$ cat src/rtl/vliw_fetch_pkg.sv
// Shared constants and bundle entry type for the VLIW fetch/issue stage.
// The perf counter helper is only used when FETCH_PERF_EN is defined.
package vliw_fetch_pkg;

  localparam int INSN_W    = 42;
  localparam int BUNDLE_W  = 128;
  localparam int HINT_W    = 2;
  localparam int PC_MAX_W  = 32;
  localparam int SLOT0_LSB = 0;
  localparam int SLOT1_LSB = 42;
  localparam int SLOT2_LSB = 84;
  localparam int HINT_LSB  = 126;

  typedef logic [INSN_W-1:0] insn_t;

  localparam insn_t NOP_INSN = '0;

  // pc is held at the widest supported width; narrower PCs zero-extend
  typedef struct packed {
    logic [PC_MAX_W-1:0] pc;
    insn_t [2:0]         slots;
    logic [HINT_W-1:0]   hint;
  } bundle_entry_t;

  function automatic bundle_entry_t make_entry(
    input logic [PC_MAX_W-1:0] pc,
    input logic [BUNDLE_W-1:0] raw
  );
    bundle_entry_t e;
    e.pc       = pc;
    e.slots[0] = raw[SLOT0_LSB +: INSN_W];
    e.slots[1] = raw[SLOT1_LSB +: INSN_W];
    e.slots[2] = raw[SLOT2_LSB +: INSN_W];
    e.hint     = raw[HINT_LSB +: HINT_W];
    return e;
  endfunction

  function automatic logic [31:0] sat_inc(
    input logic [31:0] v,
    input logic        en
  );
    return (en && (v != '1)) ? v + 32'd1 : v;
  endfunction

endpackage

$ cat src/rtl/fetch_bundle_queue_if.sv
// Icache, execution-unit and issue signals of the fetch/issue stage.
// Perf counter signals exist only when FETCH_PERF_EN is defined.
interface fetch_bundle_queue_if #(
  parameter int PC_W = 28
);
  import vliw_fetch_pkg::*;

  logic [PC_W-1:0]     cache_PC;
  logic                cache_hit;
  logic [BUNDLE_W-1:0] cache_entry;
  logic [2:0]          eu_busy;
  logic                redirect;
  logic [PC_W-1:0]     redirect_PC;
  insn_t               eu0_instruction;
  insn_t               eu1_instruction;
  insn_t               eu2_instruction;
  logic                issue_valid;
  logic [PC_W-1:0]     issue_PC;
  logic [HINT_W-1:0]   bundle_hint;
  logic                queue_empty;
`ifdef FETCH_PERF_EN
  logic [31:0]         perf_issued;
  logic [31:0]         perf_stall;
  logic [31:0]         perf_miss;
`endif

  modport master (
    output cache_PC,
    input  cache_hit,
    input  cache_entry,
    input  eu_busy,
    input  redirect,
    input  redirect_PC,
    output eu0_instruction,
    output eu1_instruction,
    output eu2_instruction,
    output issue_valid,
    output issue_PC,
    output bundle_hint,
    output queue_empty
`ifdef FETCH_PERF_EN
    ,
    output perf_issued,
    output perf_stall,
    output perf_miss
`endif
  );

  modport slave (
    input  cache_PC,
    output cache_hit,
    output cache_entry,
    output eu_busy,
    output redirect,
    output redirect_PC,
    input  eu0_instruction,
    input  eu1_instruction,
    input  eu2_instruction,
    input  issue_valid,
    input  issue_PC,
    input  bundle_hint,
    input  queue_empty
`ifdef FETCH_PERF_EN
    ,
    input  perf_issued,
    input  perf_stall,
    input  perf_miss
`endif
  );

endinterface

$ cat src/rtl/bundle_fifo.sv
// Synchronous DEPTH-entry bundle FIFO with flush; head is read combinationally.
// A push and pop in the same cycle at full reuse the slot being popped.
module bundle_fifo
  import vliw_fetch_pkg::*;
#(
  parameter int DEPTH = 2,
  parameter int CNT_W = $clog2(DEPTH + 1)
) (
  input  logic          clk,
  input  logic          rst,
  input  logic          flush,
  input  logic          push,
  input  logic          pop,
  input  bundle_entry_t push_data,
  output bundle_entry_t head_data,
  output logic [CNT_W-1:0] count
);

  localparam int PTR_W = (DEPTH > 1) ? $clog2(DEPTH) : 1;

  bundle_entry_t    mem_q [DEPTH];
  bundle_entry_t    mem_d [DEPTH];
  logic [PTR_W-1:0] wr_ptr_q, wr_ptr_d;
  logic [PTR_W-1:0] rd_ptr_q, rd_ptr_d;
  logic [CNT_W-1:0] count_q, count_d;

  function automatic logic [PTR_W-1:0] ptr_inc(
    input logic [PTR_W-1:0] p
  );
    return (p == PTR_W'(DEPTH - 1)) ? '0 : p + PTR_W'(1);
  endfunction

  always_comb begin
    mem_d    = mem_q;
    wr_ptr_d = wr_ptr_q;
    rd_ptr_d = rd_ptr_q;
    count_d  = count_q;
    if (flush) begin
      wr_ptr_d = '0;
      rd_ptr_d = '0;
      count_d  = '0;
    end else begin
      if (push) begin
        mem_d[wr_ptr_q] = push_data;
        wr_ptr_d        = ptr_inc(wr_ptr_q);
      end
      if (pop) begin
        rd_ptr_d = ptr_inc(rd_ptr_q);
      end
      case ({push, pop})
        2'b10:   count_d = count_q + CNT_W'(1);
        2'b01:   count_d = count_q - CNT_W'(1);
        default: count_d = count_q;
      endcase
    end
  end

  always_ff @(posedge clk) begin
    if (rst) begin
      wr_ptr_q <= '0;
      rd_ptr_q <= '0;
      count_q  <= '0;
    end else begin
      wr_ptr_q <= wr_ptr_d;
      rd_ptr_q <= rd_ptr_d;
      count_q  <= count_d;
    end
  end

  always_ff @(posedge clk) begin
    mem_q <= mem_d;
  end

  assign head_data = mem_q[rd_ptr_q];
  assign count     = count_q;

endmodule

$ cat src/rtl/fetch_bundle_queue.sv
// Fetch/issue stage: drives fetch PC, queues icache bundles, issues 3 slots.
// Optional FETCH_PERF_EN adds saturating issued/stall/miss counters.
module fetch_bundle_queue
  import vliw_fetch_pkg::*;
#(
  parameter int              DEPTH    = 2,
  parameter int              PC_W     = 28,
  parameter logic [PC_W-1:0] RESET_PC = '0
) (
  input logic                  clk,
  input logic                  rst,
  fetch_bundle_queue_if.master bus
);

  localparam int CNT_W = $clog2(DEPTH + 1);

  logic [PC_W-1:0]   fetch_pc_q, fetch_pc_d;
  logic              issue_valid_q, issue_valid_d;
  insn_t [2:0]       insn_q, insn_d;
  logic [PC_W-1:0]   issue_pc_q, issue_pc_d;
  logic [HINT_W-1:0] hint_q, hint_d;

  logic              push;
  logic              pop;
  logic [CNT_W-1:0]  count;
  bundle_entry_t     push_entry;
  bundle_entry_t     head_entry;
  logic              unused_pc_bits;

  bundle_fifo #(
    .DEPTH (DEPTH),
    .CNT_W (CNT_W)
  ) u_fifo (
    .clk       (clk),
    .rst       (rst),
    .flush     (bus.redirect),
    .push      (push),
    .pop       (pop),
    .push_data (push_entry),
    .head_data (head_entry),
    .count     (count)
  );

  // redirect squashes both sides of the queue for this cycle
  always_comb begin
    pop  = (count != '0) && (bus.eu_busy == 3'b000) && !bus.redirect;
    push = bus.cache_hit && !bus.redirect &&
           ((count < CNT_W'(DEPTH)) || pop);
  end

  assign push_entry = make_entry(PC_MAX_W'(fetch_pc_q), bus.cache_entry);
  assign unused_pc_bits = ^head_entry.pc;

  always_comb begin
    fetch_pc_d = fetch_pc_q;
    if (bus.redirect) begin
      fetch_pc_d = bus.redirect_PC;
    end else if (push) begin
      fetch_pc_d = fetch_pc_q + PC_W'(1);
    end
  end

  always_comb begin
    issue_valid_d = 1'b0;
    insn_d        = {NOP_INSN, NOP_INSN, NOP_INSN};
    issue_pc_d    = issue_pc_q;
    hint_d        = hint_q;
    if (pop) begin
      issue_valid_d = 1'b1;
      insn_d        = head_entry.slots;
      issue_pc_d    = PC_W'(head_entry.pc);
      hint_d        = head_entry.hint;
    end
  end

  always_ff @(posedge clk) begin
    if (rst) begin
      fetch_pc_q    <= RESET_PC;
      issue_valid_q <= 1'b0;
      insn_q        <= {NOP_INSN, NOP_INSN, NOP_INSN};
      issue_pc_q    <= '0;
      hint_q        <= '0;
    end else begin
      fetch_pc_q    <= fetch_pc_d;
      issue_valid_q <= issue_valid_d;
      insn_q        <= insn_d;
      issue_pc_q    <= issue_pc_d;
      hint_q        <= hint_d;
    end
  end

  assign bus.cache_PC        = fetch_pc_q;
  assign bus.eu0_instruction = insn_q[0];
  assign bus.eu1_instruction = insn_q[1];
  assign bus.eu2_instruction = insn_q[2];
  assign bus.issue_valid     = issue_valid_q;
  assign bus.issue_PC        = issue_pc_q;
  assign bus.bundle_hint     = hint_q;
  assign bus.queue_empty     = (count == '0);

`ifdef FETCH_PERF_EN
  logic [31:0] perf_issued_q, perf_issued_d;
  logic [31:0] perf_stall_q, perf_stall_d;
  logic [31:0] perf_miss_q, perf_miss_d;

  // counters survive redirect; only rst clears them
  always_comb begin
    perf_issued_d = sat_inc(perf_issued_q, pop);
    perf_stall_d  = sat_inc(perf_stall_q,
                      (count != '0) && (bus.eu_busy != 3'b000));
    perf_miss_d   = sat_inc(perf_miss_q,
                      !bus.cache_hit && (count < CNT_W'(DEPTH)) &&
                      !bus.redirect);
  end

  always_ff @(posedge clk) begin
    if (rst) begin
      perf_issued_q <= '0;
      perf_stall_q  <= '0;
      perf_miss_q   <= '0;
    end else begin
      perf_issued_q <= perf_issued_d;
      perf_stall_q  <= perf_stall_d;
      perf_miss_q   <= perf_miss_d;
    end
  end

  assign bus.perf_issued = perf_issued_q;
  assign bus.perf_stall  = perf_stall_q;
  assign bus.perf_miss   = perf_miss_q;
`endif

endmodule

$ cat src/flat_wrapper.sv
// flat-port wrapper written by rule: the top's interface ports become plain ports
module fetch_bundle_queue_flat import vliw_fetch_pkg::*;
#(
  parameter int              DEPTH    = 2,
  parameter int              PC_W     = 28,
  parameter logic [PC_W-1:0] RESET_PC = '0
)
  (clk, rst, bus_cache_PC, bus_cache_hit, bus_cache_entry, bus_eu_busy, bus_redirect, bus_redirect_PC, bus_eu0_instruction, bus_eu1_instruction, bus_eu2_instruction, bus_issue_valid, bus_issue_PC, bus_bundle_hint, bus_queue_empty);
  fetch_bundle_queue_if #(.PC_W(PC_W)) bus_i ();
  input logic clk;
  input logic rst;
  output wire logic [$bits(bus_i.cache_PC)-1:0] bus_cache_PC;
  input wire logic [$bits(bus_i.cache_hit)-1:0] bus_cache_hit;
  input wire logic [$bits(bus_i.cache_entry)-1:0] bus_cache_entry;
  input wire logic [$bits(bus_i.eu_busy)-1:0] bus_eu_busy;
  input wire logic [$bits(bus_i.redirect)-1:0] bus_redirect;
  input wire logic [$bits(bus_i.redirect_PC)-1:0] bus_redirect_PC;
  output wire logic [$bits(bus_i.eu0_instruction)-1:0] bus_eu0_instruction;
  output wire logic [$bits(bus_i.eu1_instruction)-1:0] bus_eu1_instruction;
  output wire logic [$bits(bus_i.eu2_instruction)-1:0] bus_eu2_instruction;
  output wire logic [$bits(bus_i.issue_valid)-1:0] bus_issue_valid;
  output wire logic [$bits(bus_i.issue_PC)-1:0] bus_issue_PC;
  output wire logic [$bits(bus_i.bundle_hint)-1:0] bus_bundle_hint;
  output wire logic [$bits(bus_i.queue_empty)-1:0] bus_queue_empty;
  assign bus_cache_PC = bus_i.cache_PC;
  assign bus_i.cache_hit = bus_cache_hit;
  assign bus_i.cache_entry = bus_cache_entry;
  assign bus_i.eu_busy = bus_eu_busy;
  assign bus_i.redirect = bus_redirect;
  assign bus_i.redirect_PC = bus_redirect_PC;
  assign bus_eu0_instruction = bus_i.eu0_instruction;
  assign bus_eu1_instruction = bus_i.eu1_instruction;
  assign bus_eu2_instruction = bus_i.eu2_instruction;
  assign bus_issue_valid = bus_i.issue_valid;
  assign bus_issue_PC = bus_i.issue_PC;
  assign bus_bundle_hint = bus_i.bundle_hint;
  assign bus_queue_empty = bus_i.queue_empty;
  fetch_bundle_queue #(.DEPTH(DEPTH), .PC_W(PC_W), .RESET_PC(RESET_PC)) u_core (.clk(clk), .rst(rst), .bus(bus_i));
endmodule
$ cat config.mk
export PLATFORM = sky130hd
export DESIGN_NAME = fetch_bundle_queue_flat
export DESIGN_NICKNAME = d
export VERILOG_FILES = /design/src/rtl/vliw_fetch_pkg.sv /design/src/rtl/fetch_bundle_queue_if.sv /design/src/rtl/bundle_fifo.sv /design/src/rtl/fetch_bundle_queue.sv /design/src/flat_wrapper.sv
export SDC_FILE = /design/constraint.sdc
export NUM_CORES = 1
export LEC_CHECK = 0
export CORE_MARGIN = 3
export CORE_UTILIZATION = 60
export CTS_CLUSTER_DIAMETER = 50
export DETAILED_ROUTE_END_ITERATION = 10
export DONT_BUFFER_PORTS = 1
export PLACE_DENSITY = 0.76
export SLEW_MARGIN = 20
export SYNTH_ARGS = -nofsm -noshare
export SYNTH_HDL_FRONTEND = slang
export SYNTH_SLANG_ARGS = --single-unit
$ cat constraint.sdc
create_clock -name clk -period 11.2 [get_ports clk]
set_input_delay 0.56 -clock clk [delete_from_list [all_inputs] [get_ports clk]]
set_output_delay 0.56 -clock clk [all_outputs]
set_load 0.01 [all_outputs]
==> run summary <==
status -> completed
Reg area -> 13,160 um2
clock sinks -> 501
maxcap violations -> 0
share of layout cells above drive strength 1 -> 8.524%
final wirelength -> 32,920 um
Pwr Total -> 3.757 mW
PortBufs -> 0
vias in the first global route -> 8,689
Synth Flop Type -> edfxtp_1
Final ANT Viol Nets -> 0
critical path endpoint -> u_core.u_fifo.mem_q[118]
Syn Inst Count -> 1,095
async set-reset flop share out of synthesis -> 0%
M2 GR Usage -> 35.68%
Final Non-Filler Cells -> 1,510
Die X -> 174.1 um
first-pass GRT wire length -> 50,030 um
post-synth cell types -> 39
GP Congestion -> 0.8088
yosys warns -> 0
area delta synth->final -> 11.98%
Setup violations, final -> 0
top post-synthesis cells by area -> edfxtp_1 (55%), dfxtp_1 (22%), mux2i_1 (9.2%), nor2_1 (4.2%), a211oi_1 (1.8%)
CTS tree -> built
crit path launch -> bus_redirect
final setup margin -> 7.864 ns
area fraction of the dominant cell type after synthesis -> 55.28%
I/O pin cnt -> 349
Via Count -> 8,563
critical path capture point type -> flop
critical path required time -> 11.35 ns
initial antenna violation count -> 0
Initial Util -> 62.02%
# nets final -> 1,263
final instance area -> 18,980 um2
antenna cells -> 0
WHS -> 0.09141 ns
Fill cells -> 1,758
largest net degree at the start of global routing -> 98
Crit Path Max Fanout -> 70
Clock Path Buffers -> 3
register area share after synthesis -> 77.61%
r2r endpoint -> u_core.u_fifo.mem_q[118]
Die Span Y -> 174.1 um
cell taking the most area after synthesis -> edfxtp_1
DR vias/cell -> 5.671
clock skew -> 0.01499 ns
Cells after DPL -> 1,419
Worst R2R Setup Slack -> 8.13 ns
WL/cell -> 21.80 um
Max Freq -> 299.7 MHz
cell with the most instances after synthesis -> edfxtp_1
Relative slew margins -> 27.09%
Leak -> 6.088 nW
Iter 0 DRT Violations -> 561
gr usage total -> 21.10%
Post-Syn Nets -> 1,260
R2R Path Start -> u_core.u_fifo.count[1]
Mean Syn Cell Area -> 15.48 um2
fin crit share -> 29.79%
Worst Reg-to-Reg Cells -> 4
startpoint types -> input pin
First-pass DRT Iterations -> 5
critical path type -> in2reg
Setup WS pre-CTS -> 7.316 ns
Post-DP HPWL -> 21,000 um
Core Footprint -> 27,330 um2
synthesized area -> 16,950 um2
Final Max Slew Viols -> 0
# DRC -> 0
Clock Latency Late Sink -> 0.54 ns
placed inst area -> 17,290 um2
slew of the pin with the lowest slew margin -> 1.094 ns
fin crit period -> 3.336 ns
Setup TNS Final -> 0 ns
Hold Crit Class -> in2reg
flops & latches, synth -> 501
H-tree depth -> 2
met1 usage -> 24.20%
Post-synth EDFFs -> 312
Max VDD drop -> 0.0001081 V
crit path DAT -> 3.48 ns
Die Area -> 30,300 um2
CTS resizes -> 0
Setup Buffers After CTS -> 0
Fin. Hold Viols -> 0
Root Buffer -> clkbuf_16
# hold bufs at CTS -> 0
fin util -> 69.45%
gr ovfl total -> 0
Pwr Density -> 198.0 nW/um2
met3 Usage GRT -> 9.174%
multi-input logic area -> 3560 um2
Clock transition at path regs -> 0.06 ns
CTS buffer count -> 49
Most Used Layer, Global Route -> met2
Post-synth top cells -> edfxtp_1 (312), nor2_1 (191), dfxtp_1 (189)
RSZ-0062 raised after global routing -> no
Core Rows -> 60
area by class of cell:
cell class / count / area share, %
multi-input combinational: 527 / 18.76
clock buffer: 62 / 6.989
sequential: 501 / 69.33
inverter: 9 / 0.1780
clock inverter: 29 / 1.879
timing repair buffer: 10 / 0.4154
tap: 372 / 2.453
layer usage:
metal	up-vias	wire length, um	part of all wire, %
li1	4041	-	-
met1	4116	12220	37
met2	340	16130	49
met3	66	3527	11
met4	0	1042	3.2
met5	-	0	0
where the power goes:
| group | internal, mW | switching [mW] |
|---|---|---|
| clock network | 1.01 | 0.658 |
| registers | 2.01 | 0.0291 |
| logic | 0.0202 | 0.0369 |
| total | 3.03 | 0.724 |
cells by family (layout without fill, tap and decap cells):
family | after synthesis | count (layout) | synth area share (%)
XOR/XNOR | 11 | 11 | 0.5685
adder cells (fa/ha/maj) | 2 | 2 | 0.1476
buffers and inverters | 67 | 110 | 1.550
multiplexers | 156 | 156 | 9.214
flip-flops | 501 | 501 | 77.61
AO/OA/AOI/OAI | 87 | 87 | 3.839
AND/OR/NAND/NOR | 271 | 271 | 7.073
cell usage in the layout, fill, tap and decap left out, types with 13 or more instances in the layout:
cell type	netlist	final
edfxtp_1	312	312
o21ai_0	13	13
a311oi_1	13	13
clkbuf_16	0	50
a211oi_1	40	40
nor2_1	191	188
nand3_1	13	13
dfxtp_1	189	188
mux2i_1	156	156
state kept, by name, summed over array words and instances, names as in the netlist:
register                    cells
u_core.bus.bundle_hint          2
u_core.bus.cache_PC            28
u_core.bus.eu0_instruction     42
u_core.bus.eu1_instruction     42
u_core.bus.eu2_instruction     42
u_core.bus.issue_PC            28
u_core.bus.issue_valid          1
u_core.u_fifo.count             2
u_core.u_fifo.mem_q           312
u_core.u_fifo.rd_ptr_q          1
u_core.u_fifo.wr_ptr_q          1
worst max-delay path: stages:
cell,delay (ns)
o41ai_4,0.78
nand3_1,0.41
nor2_4,0.79
buf_4,0.87
how the worst min path moves through the flow:
stage | startpoint | end | slack (ns) | cells after the start
6_report | rst | u_core.bus.issue_PC[17] | 0.09 | 1
3_3_place_gp | u_core.u_fifo.mem_q[259] | u_core.bus.eu2_instruction[13] | 0.46 | 2
5_1_grt | rst | u_core.bus.cache_PC[5] | 0.07 | 1
3_5_place_dp | u_core.u_fifo.mem_q[241] | u_core.bus.eu1_instruction[37] | 0.46 | 2
2_1_floorplan | u_core.u_fifo.mem_q[162] | u_core.bus.eu0_instruction[0] | 0.45 | 2
4_1_cts | rst | u_core.bus.issue_PC[17] | 0.07 | 1
Power figures use the tool's default switching activity.
